--- config.mk ---
export PLATFORM = sky130hd
export DESIGN_NAME = lbp_interp_pipe
export DESIGN_NICKNAME = d
export VERILOG_FILES = /design/src/rtl/lbp_pkg.sv /design/src/rtl/lbp_bilerp.sv /design/src/rtl/lbp_interp_pipe.sv
export SDC_FILE = /design/constraint.sdc
export NUM_CORES = 2
export LEC_CHECK = 0
export BUFFER_PORTS_ARGS = -buffer_cell sky130_fd_sc_hd__buf_4
export CAP_MARGIN = 20
export CORE_ASPECT_RATIO = 0.9
export CORE_UTILIZATION = 30
export CTS_CLUSTER_SIZE = 8
export DETAILED_ROUTE_END_ITERATION = 16
export MAX_ROUTING_LAYER = met4
export SETUP_SLACK_MARGIN = 0.2
export SLEW_MARGIN = 20
export SYNTH_ARGS = -nofsm -noshare
export SYNTH_HDL_FRONTEND = slang
export SYNTH_SLANG_ARGS = --single-unit
export TNS_END_PERCENT = 1
--- constraint.sdc ---
create_clock -name clk -period 5.49 [get_ports clk]
set_input_delay 0.2745 -clock clk [delete_from_list [all_inputs] [get_ports clk]]
set_output_delay 0.2745 -clock clk [all_outputs]
set_load 0.05 [all_outputs]
--- src/rtl/lbp_pkg.sv ---
// lbp_pkg: constants and helpers shared by the LBP interpolation pipeline.
//   - bilinear weight LUT for sampling radius 0..3 (8 fractional bits, each
//     set sums to 256)
//   - sample/lane bookkeeping: 8 samples counter-clockwise from 0 degrees,
//     on-axis samples on even lanes, diagonal samples on odd lanes
package lbp_pkg;

  localparam int unsigned WGT_W       = 8;    // fractional bits of a weight
  localparam int unsigned NUM_SAMPLES = 8;
  localparam int unsigned NUM_AXIS    = 4;
  localparam int unsigned NUM_DIAG    = 4;
  localparam int unsigned NUM_TAPS    = 4;    // pixels per diagonal neighbourhood
  localparam int unsigned ROUND_BIAS  = 128;  // half an LSB after the >> WGT_W

  // Output lane of each sample, counter-clockwise from 0 degrees.
  localparam int unsigned LANE_0   = 0;
  localparam int unsigned LANE_45  = 1;
  localparam int unsigned LANE_90  = 2;
  localparam int unsigned LANE_135 = 3;
  localparam int unsigned LANE_180 = 4;
  localparam int unsigned LANE_225 = 5;
  localparam int unsigned LANE_270 = 6;
  localparam int unsigned LANE_315 = 7;

  localparam int unsigned AXIS_LANE [NUM_AXIS] = '{LANE_0, LANE_90, LANE_180, LANE_270};
  localparam int unsigned DIAG_LANE [NUM_DIAG] = '{LANE_45, LANE_135, LANE_225, LANE_315};

  // One extra integer bit so that a weight of exactly 1.0 (256) is representable.
  typedef logic [WGT_W:0] wgt_t;
  // Index 0 is w1 (nearest corner) .. index 3 is w4 (far corner).
  typedef wgt_t [NUM_TAPS-1:0] wgt_set_t;

  localparam wgt_set_t WGT_R0 = {9'd0,   9'd0,  9'd0,  9'd256};
  localparam wgt_set_t WGT_R1 = {9'd128, 9'd53, 9'd53, 9'd22};
  localparam wgt_set_t WGT_R2 = {9'd44,  9'd62, 9'd62, 9'd88};
  localparam wgt_set_t WGT_R3 = {9'd4,   9'd27, 9'd27, 9'd198};

  function automatic wgt_set_t lut_weights(input logic [1:0] radius);
    wgt_set_t w;
    case (radius)
      2'd0:    w = WGT_R0;
      2'd1:    w = WGT_R1;
      2'd2:    w = WGT_R2;
      default: w = WGT_R3;
    endcase
    return w;
  endfunction

endpackage

--- src/rtl/lbp_bilerp.sv ---
// lbp_bilerp: weighted sum of one 4-pixel diagonal neighbourhood.
//   stage 2: four products (DATA_W+9 bits each), captured when en_mul
//   stage 3: sum (DATA_W+11 bits), optional rounding, >> 8, clamp to
//            2^DATA_W-1, captured when en_sum
// Ports: clk, rst (sync, active-high), en_mul/en_sum (stage valids feeding
//   each register), pix (4 pixels, k=1 in the low lane), wgt (w1..w4),
//   res (interpolated sample, registered).
// Config: define INTERP_ROUND_EN to add half an LSB before the shift
//   (round half up); otherwise the shift truncates.
module lbp_bilerp
  import lbp_pkg::*;
#(
  parameter int unsigned DATA_W = 8
) (
  input  logic                         clk,
  input  logic                         rst,
  input  logic                         en_mul,
  input  logic                         en_sum,
  input  logic [NUM_TAPS*DATA_W-1:0]   pix,
  input  wgt_set_t                     wgt,
  output logic [DATA_W-1:0]            res
);

  localparam int unsigned PROD_W = DATA_W + WGT_W + 1;
  localparam int unsigned ACC_W  = DATA_W + WGT_W + 3;

  logic [PROD_W-1:0] prod [NUM_TAPS];
  logic [ACC_W-1:0]  acc;
  logic [ACC_W-1:0]  shifted;
  logic [DATA_W-1:0] res_c;

  always_ff @(posedge clk) begin
    if (rst) begin
      for (int unsigned i = 0; i < NUM_TAPS; i++) prod[i] <= '0;
    end else if (en_mul) begin
      for (int unsigned i = 0; i < NUM_TAPS; i++)
        prod[i] <= PROD_W'(wgt[i]) * PROD_W'(pix[i*DATA_W +: DATA_W]);
    end
  end

  always_comb begin
    acc = '0;
    for (int unsigned i = 0; i < NUM_TAPS; i++) acc = acc + ACC_W'(prod[i]);
`ifdef INTERP_ROUND_EN
    acc = acc + ACC_W'(ROUND_BIAS);
`endif
    shifted = acc >> WGT_W;
    if (|shifted[ACC_W-1:DATA_W]) res_c = '1;
    else                          res_c = shifted[DATA_W-1:0];
  end

  always_ff @(posedge clk) begin
    if (rst)         res <= '0;
    else if (en_sum) res <= res_c;
  end

endmodule

--- src/rtl/lbp_interp_pipe.sv ---
// lbp_interp_pipe: produces the 8 circular LBP samples for one pixel.
//   On-axis samples pass through; the four diagonal samples are bilinearly
//   interpolated from their 2x2 neighbourhoods with weights chosen by r.
//   Latency 3+OUT_REG cycles, one sample set per cycle, no stall.
// Ports:
//   clk, rst      - rising-edge clock, synchronous active-high reset
//   done_i        - sample set valid; r, S_axis_i, S_diag_i qualified by it
//   r             - sampling radius 0..3
//   S_axis_i      - 4 on-axis samples (0, 90, 180, 270 degrees)
//   S_diag_i      - 4 neighbourhoods (45, 135, 225, 315 degrees), 4 pixels
//                   each, pixel k=1 in the lowest lane of its neighbourhood
//   S_o, done_o   - 8 samples (lane j = S(j+1)) and their valid
// Config: INTERP_ROUND_EN selects round-half-up instead of truncation.
module lbp_interp_pipe
  import lbp_pkg::*;
#(
  parameter int unsigned DATA_W  = 8,
  parameter int unsigned OUT_REG = 1
) (
  input  logic                                clk,
  input  logic                                rst,
  input  logic                                done_i,
  input  logic [1:0]                          r,
  input  logic [NUM_AXIS*DATA_W-1:0]          S_axis_i,
  input  logic [NUM_DIAG*NUM_TAPS*DATA_W-1:0] S_diag_i,
  output logic [NUM_SAMPLES*DATA_W-1:0]       S_o,
  output logic                                done_o
);

  localparam int unsigned NB_W = NUM_TAPS * DATA_W;

  // Stage 1: inputs plus the weights for this set's radius.
  logic                                v1;
  wgt_set_t                            wgt1;
  logic [NUM_AXIS*DATA_W-1:0]          axis1;
  logic [NUM_DIAG*NB_W-1:0]            diag1;
  // Stages 2..3: axis samples delayed to meet the diagonal results.
  logic                                v2, v3;
  logic [NUM_AXIS*DATA_W-1:0]          axis2, axis3;
  logic [DATA_W-1:0]                   diag3 [NUM_DIAG];
  logic [NUM_SAMPLES*DATA_W-1:0]       s3;

  always_ff @(posedge clk) begin
    if (rst) begin
      v1    <= 1'b0;
      wgt1  <= '0;
      axis1 <= '0;
      diag1 <= '0;
    end else begin
      v1 <= done_i;
      if (done_i) begin
        wgt1  <= lut_weights(r);
        axis1 <= S_axis_i;
        diag1 <= S_diag_i;
      end
    end
  end

  always_ff @(posedge clk) begin
    if (rst) begin
      v2    <= 1'b0;
      v3    <= 1'b0;
      axis2 <= '0;
      axis3 <= '0;
    end else begin
      v2 <= v1;
      v3 <= v2;
      if (v1) axis2 <= axis1;
      if (v2) axis3 <= axis2;
    end
  end

  for (genvar d = 0; d < NUM_DIAG; d++) begin : g_diag
    lbp_bilerp #(.DATA_W(DATA_W)) u_bilerp (
      .clk    (clk),
      .rst    (rst),
      .en_mul (v1),
      .en_sum (v2),
      .pix    (diag1[d*NB_W +: NB_W]),
      .wgt    (wgt1),
      .res    (diag3[d])
    );
  end

  // Interleave axis and diagonal samples into counter-clockwise lane order.
  always_comb begin
    s3 = '0;
    for (int unsigned i = 0; i < NUM_AXIS; i++)
      s3[AXIS_LANE[i]*DATA_W +: DATA_W] = axis3[i*DATA_W +: DATA_W];
    for (int unsigned i = 0; i < NUM_DIAG; i++)
      s3[DIAG_LANE[i]*DATA_W +: DATA_W] = diag3[i];
  end

  if (OUT_REG != 0) begin : g_out_reg
    logic                          v4;
    logic [NUM_SAMPLES*DATA_W-1:0] s4;

    always_ff @(posedge clk) begin
      if (rst) begin
        v4 <= 1'b0;
        s4 <= '0;
      end else begin
        v4 <= v3;
        if (v3) s4 <= s3;
      end
    end

    assign S_o    = s4;
    assign done_o = v4;
  end else begin : g_no_out_reg
    assign S_o    = s3;
    assign done_o = v3;
  end

endmodule
==> results.cfg <==
[floorplanning]
dieArea_um2 = 172000
core_um2 = 169000
start_util_pct = 30.3
core.rowCount = 143
die_w_um = 438
io_pins = 230
die_h_um = 394

[yosys]
yosysWarnings = 0
synth_cell_types = 65
synth-seq-area-share_pct = 27.7
syn-instance-count = 5287
syn-num-nets = 6629
ys_ff_latch = 584
synth_area_um2 = 51200
synth_enable_flop_cells = 252
postSynthAreaPerCell_um2 = 9.69
yosys_most_used_dff = dfxtp_1
synthArstFlopShare_pct = 0

[sta]
whs_ns = 0.0501
finalHoldViolCount = 0
maxSlewViolCount = 0
fin_crit_sh_pct = 90.9
slew_headroom_pct = 33.0
rsz0062_at_grt = true
clock_skew_ns = 0.0362
fin_crit_ns = 4.99
worst_pin_slew_ns = 1.01
fin_tns_setup_ns = 0
fmax_ghz = 0.200
setup_viol = 0

[finish]
fillers = 17119
nets = 6992
layout_commonest_cell = inv_1
multi_input_comb_area_um2 = 33200
post-route-util_pct = 35.3
area_growth_pct = 16.7
seqCellArea_um2 = 14200
drive_gt1_share_pct = 7.26
layout_common_cells = 849 x inv_1, 777 x ha_1, 545 x nor2_1

[global_routing]
grtUsageMet3_pct = 2.42
gr-total-overflow = 0
antenna_found_initial = 3
grt_max_degree = 115
grt_first_pass_wirelength_mm = 199
grt-busiest-layer = met2
grt_pass1_vias = 37250
grtUsageTotal_pct = 14.8
use_met2_pct = 24.0
grt_util_met1_pct = 19.2

[clocking]
path_clk_slew_ns = 0.05
insertion_delay_ns = 0.73
cts_tree = built
cts.sinks = 584
htreeDepth = 3
clockBufferDepth = 3
root_buffer = clkbuf_16
cts_made_buffers = 86

[worst_setup_path]
regToRegSetupSlack_ns = 0.50
critical_path_required_ns = 5.97
cp-startpoint = wgt1[4]
critPathArrivalTime_ns = 5.47
critPathKind = flip-flop to flip-flop
crit_path_max_fanout = 36
reg2reg_from = wgt1[4]
setup.worst_path.end_class = flip-flop
critPathLaunchType = flip-flop

[status]
failed_checks = DRC
outcome = complete, but fails checks

[power_and_ir_drop]
switching_power_w = 0.00369
peakVddDrop_uv = 208
p_clk_share_pct = 40.3
power_switching_share_pct = 29.7
pwr-share-seq_pct = 40.0
comb_power_share_pct = 19.8
p_int_w = 0.00874
p_leak_nw = 30.1
powerDensity_nw_per_um2 = 208

[detailed_routing]
ant_nets = 0
first_pass_iters = 11
drtIter0Drc = 1688
wl_mm = 123
routed_via_density = 4.53
drc_errors = 48
wl_per_cell_um = 15.4
vias = 36033

[worst_hold_path]
hold_start = r[0]
worstHoldPathType = input port to flip-flop

[place]
globalplace.congestion = 0.852
hpwl_mm = 94.6
port_buffers = 229

[run]
drv_cap = 0
## per-layer routing
metal  routed length (um)  part of all wire [%]  vias up
met5                    0                     0        -
met4                 2580                   2.1        0
met3                 4920                   4.0      139
met2                56700                    46      545
met1                58400                    48    17349
li1                     -                     -    18000
## state kept, by name, indices dropped and copies added (netlist names)
| name | flops |
|---|---|
| wgt1 | 8 |
| v1 | 1 |
| axis2 | 32 |
| v3 | 1 |
| diag1 | 128 |
| g_diag.u_bilerp.res | 32 |
| done_o | 1 |
| axis3 | 32 |
| S_o | 64 |
| axis1 | 32 |
| g_diag.u_bilerp.prod | 252 |
| v2 | 1 |
## Yosys cell counts, drive strengths merged (11+ instances only)
cell type	number	area, um^2
a211oi	54	440
a21o	58	435
a21oi	150	766
a31oi	18	134
a41oi	12	105
and2	434	2720
and3	37	231
buf	15	67.6
clkbuf	145	544
dfxtp	332	6650
edfxtp	252	7570
fa	400	8010
ha	777	9720
inv	849	3190
mux2i	296	2960
nand2	231	867
nand2b	34	213
nand3	31	160
nor2	545	2050
nor2b	59	369
nor3	100	505
o211a	13	130
o21a	28	210
o21ai	80	400
o21bai	24	180
o31ai	11	82.6
or3	29	181
xnor2	121	1060
xor2	80	701
## path summary, 6_finish.rpt
kind | end | cells past startpoint
worst min register to register | g_diag[3].u_bilerp.res[6] | 2
worst max register to register | g_diag[0].u_bilerp.prod[1][15] | 17
worst max-delay path | g_diag[0].u_bilerp.prod[1][15] | 17
worst min-delay path | wgt1[34] | 4
## cells by family (layout without fill, tap and decap cells)
kind of cell             after synthesis  in the layout  share of synthesized area [%]
AO/OA/AOI/OAI                        492            492                           6.43
XOR/XNOR                             201            201                           3.44
adder cells (fa/ha/maj)             1177           1177                           34.6
buffers and inverters               1010           1423                           7.42
flip-flops                           584            584                           27.7
multiplexers                         296            296                           5.78
other                                  0              2                              0
AND/OR/NAND/NOR                     1527           1527                           14.6
## worst max-delay path: stages (launching register included)
cell and delay [ns]:
dfxtp_4 0.72, buf_4 0.39, and2_1 0.25, fa_1 0.44, ha_1 0.29, ha_1 0.28, inv_1 0.05, fa_1 0.48
inv_1 0.04, ha_1 0.30, nor2b_1 0.15, o21ai_0 0.23, a21oi_1 0.12, o21ai_0 0.27, a21oi_1 0.16, a31oi_1 0.27
nor2b_1 0.08, o211a_1 0.20
## timing repair
item	CTS	global route
gates resized for setup	0	0
buffers inserted	0	1
endpoints found under the hold margin	165	0
setup endpoints to repair	0	3
hold buffers	162	0
## power groups by stage
| stage | Clock (W) | Combinational (W) | Sequential, W |
|---|---|---|---|
| after floorplan | 0 | 0.00174 | 0.00493 |
| after global placement | 0 | 0.00231 | 0.00506 |
| after detailed placement | 0 | 0.00236 | 0.00506 |
| after CTS | 0.00519 | 0.00248 | 0.00497 |
| after global routing | 0.00537 | 0.00281 | 0.00499 |
| final | 0.00500 | 0.00246 | 0.00497 |
## final cells by class
type / count / area share [%]
antenna: 2 / 0.00837
clock buffer: 126 / 3.90
clock inverter: 12 / 0.272
inverter: 850 / 5.34
multi-input combinational: 3693 / 55.6
sequential: 584 / 23.8
tap: 2247 / 4.70
timing repair buffer: 435 / 6.36
## stage by stage
| step | cell area (um^2) | power (W) | worst slack, ns | cells |
|---|---|---|---|---|
| finish | 59800 | 0.0124 | 0.502 | 7949 |
| global route | 59800 | 0.0132 | 0.134 | 7947 |
| CTS | 59700 | 0.0127 | 0.492 | 7946 |
| detailed placement | 55600 | 0.00742 | 0.507 | 7646 |
| global placement | 55600 | 0.00736 | 0.624 | 7646 |
| floorplan | 51200 | 0.00668 | 0.831 | 5287 |
Note: power is estimated with default switching activity, not from simulation.
